===== config.mk =====
export PLATFORM = sky130hd
export DESIGN_NAME = pipelined_cla_adder
export DESIGN_NICKNAME = d
export VERILOG_FILES = /design/src/rtl/pipelined_cla_adder.sv
export SDC_FILE = /design/constraint.sdc
export NUM_CORES = 1
export LEC_CHECK = 0
export ABC_AREA = 1
export CORE_ASPECT_RATIO = 1.75
export CORE_MARGIN = 2
export CORE_UTILIZATION = 24
export CTS_BUF_LIST = sky130_fd_sc_hd__clkbuf_2 sky130_fd_sc_hd__clkbuf_4 sky130_fd_sc_hd__clkbuf_8
export CTS_CLUSTER_DIAMETER = 60
export CTS_CLUSTER_SIZE = 14
export DETAILED_ROUTE_END_ITERATION = 10
export GPL_TIMING_DRIVEN = 0
export SYNTH_ARGS = -nofsm -noshare
export SYNTH_HDL_FRONTEND = slang
export SYNTH_SLANG_ARGS = --single-unit

===== constraint.sdc =====
create_clock -name clk -period 7.8 [get_ports clk]
set_input_delay 1.17 -clock clk [delete_from_list [all_inputs] [get_ports clk]]
set_output_delay 1.17 -clock clk [all_outputs]
set_load 0.01 [all_outputs]

===== src/rtl/pipelined_cla_adder.sv =====
// -----------------------------------------------------------------------------
// pipelined_cla_adder
//
// Pipelined carry-lookahead adder/subtractor. The N-bit operands are cut into
// BLOCK-bit slices and each pipeline stage adds one slice, least significant
// first. Inside a slice, carries come from 4-bit lookahead groups, and only the
// group carries ripple from one group to the next. The slice carry is
// registered into the next stage. Upper operand slices that have not been added
// yet travel along with the beat. Lower sum slices that are already finished
// travel forward with it too.
//
// When the output is valid and not accepted, the whole pipeline stalls.
// Bubbles are not squeezed out.
//
// Optional feature macro: PIPE_ADDER_OVF_EN
//   defined     -> ovf is the signed overflow of the sum, registered with the beat
//   not defined -> ovf is tied to 0 and no overflow logic is built
//
// Ports
//   clk        clock, rising edge
//   reset      asynchronous active-high reset
//   in_valid   operand beat valid
//   in_ready   block accepts a beat this cycle
//   a, b       operands (N bits)
//   cin        carry-in (ignored when sub=1)
//   sub        1: result = a - b
//   out_valid  result beat valid
//   out_ready  downstream accepts the result
//   result     {carry_out, sum} (N+1 bits)
//   ovf        signed overflow of sum
// -----------------------------------------------------------------------------
module pipelined_cla_adder #(
   parameter int N     = 32,
   parameter int BLOCK = 8
) (
   input  logic         clk,
   input  logic         reset,
   input  logic         in_valid,
   output logic         in_ready,
   input  logic [N-1:0] a,
   input  logic [N-1:0] b,
   input  logic         cin,
   input  logic         sub,
   output logic         out_valid,
   input  logic         out_ready,
   output logic [N:0]   result,
   output logic         ovf
);

   localparam int STAGES = N / BLOCK;
   localparam int GROUPS = BLOCK / 4;

   // Per-stage pipeline state. Stage k holds the operands, the sum bits
   // completed so far, the carry out of slice k, and a valid bit.
   logic [N-1:0]        a_reg   [STAGES];
   logic [N-1:0]        b_reg   [STAGES];
   logic [N-1:0]        sum_reg [STAGES];
   logic [STAGES-1:0]   c_reg;
   logic [STAGES-1:0]   v_reg;

   logic [N-1:0]        a_next   [STAGES];
   logic [N-1:0]        b_next   [STAGES];
   logic [N-1:0]        sum_next [STAGES];
   logic [STAGES-1:0]   c_next;
   logic [STAGES-1:0]   v_next;

   logic                advance;

   assign advance   = !out_valid || out_ready;
   assign in_ready  = advance;
   assign out_valid = v_reg[STAGES-1];
   assign result    = {c_reg[STAGES-1], sum_reg[STAGES-1]};

   generate
      for (genvar gi = 0; gi < STAGES; gi++) begin : g_stage
         logic [N-1:0]     src_a;
         logic [N-1:0]     src_b;
         logic [N-1:0]     src_sum;
         logic             src_c;
         logic             src_v;
         logic [BLOCK-1:0] sa;
         logic [BLOCK-1:0] sb;
         logic [BLOCK-1:0] g;
         logic [BLOCK-1:0] p;
         logic [BLOCK:0]   cv;
         logic [N-1:0]     sum_merged;

         if (gi == 0) begin : g_first
            // Subtraction is a + ~b + 1. It is folded in at the pipeline
            // entry, so every later stage only ever adds.
            assign src_a   = a;
            assign src_b   = sub ? ~b : b;
            assign src_c   = sub ? 1'b1 : cin;
            assign src_sum = '0;
            assign src_v   = in_valid;
         end else begin : g_rest
            assign src_a   = a_reg[gi-1];
            assign src_b   = b_reg[gi-1];
            assign src_c   = c_reg[gi-1];
            assign src_sum = sum_reg[gi-1];
            assign src_v   = v_reg[gi-1];
         end

         assign sa    = src_a[gi*BLOCK +: BLOCK];
         assign sb    = src_b[gi*BLOCK +: BLOCK];
         assign g     = sa & sb;
         assign p     = sa ^ sb;
         assign cv[0] = src_c;

         // Each group computes its internal carries from its own carry-in
         // only, using two-level lookahead. cv[4*gj] is the carry passed
         // from one group to the next.
         for (genvar gj = 0; gj < GROUPS; gj++) begin : g_group
            localparam int B = gj * 4;
            assign cv[B+1] = g[B]
                           | (p[B] & cv[B]);
            assign cv[B+2] = g[B+1]
                           | (p[B+1] & g[B])
                           | (p[B+1] & p[B] & cv[B]);
            assign cv[B+3] = g[B+2]
                           | (p[B+2] & g[B+1])
                           | (p[B+2] & p[B+1] & g[B])
                           | (p[B+2] & p[B+1] & p[B] & cv[B]);
            assign cv[B+4] = g[B+3]
                           | (p[B+3] & g[B+2])
                           | (p[B+3] & p[B+2] & g[B+1])
                           | (p[B+3] & p[B+2] & p[B+1] & g[B])
                           | (p[B+3] & p[B+2] & p[B+1] & p[B] & cv[B]);
         end

         always_comb begin
            sum_merged = src_sum;
            sum_merged[gi*BLOCK +: BLOCK] = p ^ cv[BLOCK-1:0];
         end

         assign a_next[gi]   = src_a;
         assign b_next[gi]   = src_b;
         assign sum_next[gi] = sum_merged;
         assign c_next[gi]   = cv[BLOCK];
         assign v_next[gi]   = src_v;
      end
   endgenerate

   always_ff @(posedge clk or posedge reset) begin
      if (reset) begin
         for (int k = 0; k < STAGES; k++) begin
            a_reg[k]   <= '0;
            b_reg[k]   <= '0;
            sum_reg[k] <= '0;
         end
         c_reg <= '0;
         v_reg <= '0;
      end else if (advance) begin
         for (int k = 0; k < STAGES; k++) begin
            a_reg[k]   <= a_next[k];
            b_reg[k]   <= b_next[k];
            sum_reg[k] <= sum_next[k];
         end
         c_reg <= c_next;
         v_reg <= v_next;
      end
   end

`ifdef PIPE_ADDER_OVF_EN
   // Signed overflow: the carry into the MSB differs from the carry out of it.
   // This is captured at the same time as the final stage, so it stays
   // aligned with result.
   logic ovf_reg;

   always_ff @(posedge clk or posedge reset) begin
      if (reset) begin
         ovf_reg <= 1'b0;
      end else if (advance) begin
         ovf_reg <= g_stage[STAGES-1].cv[BLOCK] ^ g_stage[STAGES-1].cv[BLOCK-1];
      end
   end

   assign ovf = ovf_reg;
`else
   assign ovf = 1'b0;
`endif

endmodule

==> results by group <==
Status
  • Outcome: finished clean

Global route
  • First-pass GRT wire length: 35.02 mm
  • Vias in the first global route: between 6000 and 7000
  • Initial antenna violation count: 1
  • Largest net degree at the start of global routing: between 100 and 150
  • Gr usage total: 12.44%
  • Gr ovfl total: 0

Floorplanning
  • Core Region: 34460 um^2
  • I/O Pins: 106
  • Die X: around 150 um
  • Site row count: 90
  • Die area: approximately 36000 um^2
  • Die Y: about 250 um
  • Initial Utilization: between 20% and 30%

Timing
  • Hold Fails Final Rpt: 0
  • RSZ-0062 raised after global routing: false
  • Worst setup margin: roughly 3.9 ns
  • Max Fclk: around 250 MHz
  • Final setup viols: 0
  • Worst Tran Pin Value: 0.6872 ns
  • Min Clock Period, post-route: 3.945 ns
  • Slew Limit Fails: 0
  • Tcrit/Tclk final: between 50% and 60%
  • Max-slew headroom: between 50% and 60%
  • Final Skew: about 0.0091 ns

Clocking
  • Post-CTS Setup Bufs: 0
  • Clock Sinks: 184
  • Cts bufs inserted: 17
  • CTS tree: done
  • CTS Hold Bufs: 0
  • Clock Tree Buf Depth: 2
  • Clk slew on worst S/H paths: about 0.090 ns
  • Root buffer cell: clkbuf_8
  • H-tree depth: 4
  • Later-pin clock latency in the skew report: 0.48 ns
  • Post-CTS sizing: 0

Synth
  • Synth warnings: 0
  • Synth Net Count: about 1000
  • Post-synth cell types: 25
  • Dominant cell type by area after synthesis: dfrtp_1
  • Yosys top cell area share: a little over half
  • Post-Synthesis Mean Instance Area: 9.063 um^2
  • Syn Inst Count: 924
  • Flops & latches, synth: 184
  • Sequential area share after synthesis: between 50% and 60%
  • Ranking of synthesized cells by area: dfrtp_1 55%, nand2_1 14%, o21ai_0 5.1%, ha_1 4.8%, inv_1 3.6%
  • Cell Area, Synth: roughly 8400 um^2

Critical path
  • Setup crit start kind: primary input
  • Slowest stage cell, crit path: clkdlybuf4s50_1
  • CP cell instances: clkdlybuf4s50_1, nor2_4, inv_2, buf_4, buf_2, clkdlybuf4s50_1
  • Crit path max fanout: 10
  • Buf+Inv Stages, Crit Path: 5
  • Delay-heaviest family, CP: buffers and inverters
  • Critical path class: in -> out
  • Arrival time worst endpoint: 2.78 ns
  • Cell repeated most along the worst path: clkdlybuf4s50_1
  • Crit. End Element: primary output
  • Crit path required time: 6.63 ns
  • Critical path's largest stage delay: around 0.5 ns

Final layout
  • Reg area: around 4600 um^2
  • Layout cells sized above 1: just under 9%
  • Area of the multi-input gates: between 3000 and 4000 um^2
  • Final Core Density: between 30% and 40%
  • Area delta synth->final: 24.56%
  • Fillers: 3694
  • Nets@finish: ~1200

Detailed routing
  • DR vias/cell: 4.139
  • DR WL/cell: about 15 um
  • DRC Markers: 0
  • 1st-iter DRT viols: 329
  • Post-route ant nets: 0
  • Via count: between 6000 and 7000
  • DRT Wirelength: 22.08 mm
  • First-pass detailed-route iteration total: 4

Power and ir drop
  • Cell Int Power: 0.002365 W
  • Max IR drop VDD: 0.0001339 V
  • Seq pwr share: between 40% and 50%
  • Sw power: approximately 0.0015 W
  • PD cells: about 370 nW/um^2
  • Clk network pwr share: between 10% and 20%
  • Comb pwr share: 41.0%
  • Leakage power: around 5.0 nW
  • Switching share of power: approximately two fifths

Placed design
  • # port buffers: ~100
  • DP Worst Slack: between 3 and 4 ns
  • Final Wtd Congestion: roughly 0.77
  • Post-DP HPWL: roughly 17 mm

Run
  • Number of max-cap violations: 0

Hold path
  • Hold crit path type: reg -> reg
==> Yosys cell counts, drive strengths merged <==
| cell | count |
|---|---|
| and2 | 1 |
| inv | 82 |
| a21oi | 18 |
| xnor2 | 31 |
| or2 | 2 |
| fa | 8 |
| nand2 | 328 |
| dfrtp | 184 |
| a21o | 4 |
| conb | 1 |
| nand3 | 20 |
| ha | 32 |
| xor2 | 11 |
| buf | 42 |
| clkbuf | 4 |
| nand3b | 1 |
| nor2 | 24 |
| o21ai | 131 |
==> metal layers <==
metal  global-route usage [%]  vias up  part of all wire [%]
met5                        0        -                     0
met4                    4.622        0                   2.3
met3                    2.377       27                   3.4
met2                    23.93      122                    55
met1                    13.34     3007                    39
li1                         -     3140                     -
==> power groups by stage <==
stage | registers [W] | logic (W) | clock network (W)
final | 0.00161 | 0.00159 | 0.000674
after global routing | 0.00166 | 0.00182 | 0.000729
after CTS | 0.00161 | 0.00161 | 0.000691
after detailed placement | 0.00163 | 0.00160 | 0
after global placement | 0.00162 | 0.00157 | 0
after floorplan | 0.00160 | 0.00100 | 0
==> layout make-up <==
type                    instances  area share [%]
flip-flops and latches        184           44.14
multi-input cells             612           30.77
repair buffers                104           10.15
well taps                     460           5.518
inverters                      82           3.023
plain buffers                  46           2.423
clock buffers                  18           2.315
clock inverters                14           1.643
diodes                          1         0.02399
==> cells in the final DEF (no fill, tap or decap), drive strengths merged <==
| master | synthesis | layout |
|---|---|---|
| nor2 | 24 | 24 |
| xnor2 | 31 | 31 |
| inv | 82 | 85 |
| buf | 42 | 43 |
| clkdlybuf4s50 | 0 | 103 |
| o21ai | 131 | 131 |
| clkinvlp | 0 | 5 |
| a21oi | 18 | 18 |
| nand2 | 328 | 328 |
| or2 | 2 | 2 |
| a21o | 4 | 4 |
| xor2 | 11 | 11 |
| clkbuf | 4 | 22 |
| diode | 0 | 1 |
| bufinv | 0 | 3 |
| nand3 | 20 | 20 |
| nand3b | 1 | 1 |
| clkinv | 0 | 3 |
| conb | 1 | 1 |
| and2 | 1 | 1 |
| dfrtp | 184 | 184 |
| fa | 8 | 8 |
| ha | 32 | 32 |
==> worst paths after layout <==
check,cells after the start,slack (ns),to,start
worst max-delay path,6,3.85,in_ready,out_ready
worst min-delay path,2,0.48,g_stage[2].src_a[22]$_DFFE_PP0P_,g_stage[1].src_a[22]$_DFFE_PP0P_
worst max register to register,7,5.71,result[29]$_DFFE_PP0P_,g_stage[3].src_a[25]$_DFFE_PP0P_
worst min register to register,2,0.48,g_stage[2].src_a[22]$_DFFE_PP0P_,g_stage[1].src_a[22]$_DFFE_PP0P_
max in group asynchronous,3,5.70,g_stage[1].src_a[12]$_DFFE_PP0P_,reset
min in group asynchronous,2,1.11,g_stage[1].src_a[28]$_DFFE_PP0P_,reset
==> tightest hold or removal path, delay by kind of cell (launching register included) <==
kind | cells | cell delay (ns)
flops | 1 | 0.35
simple gates | 2 | 0.10
==> per-stage QoR <==
stage	total power (W)	hold WS, ns	TNS (ns)	cell area, um^2	std cells
2_1_floorplan	0.002604	0.4227	0	8374	924
3_3_place_gp	0.003185	0.4412	-151.78	9981	1487
3_5_place_dp	0.003234	0.4563	0	10020	1488
5_1_grt	0.004203	0.5100	0	10430	1521
4_1_cts	0.003916	0.4786	0	10430	1520
6_report	0.003866	0.4778	0	10430	1521
==> cell families after synthesis <==
logic type	count (synthesis)	share of synthesized area [%]
AND/OR/NAND/NOR	376	17.88
flip-flops	184	54.98
AO/OA/AOI/OAI	153	9.308
buffers and inverters	128	6.694
XOR/XNOR	42	4.393
adder cells (fa/ha/maj)	40	6.693
other	1	0.04478
No activity file was read; power rests on OpenSTA's default activity.
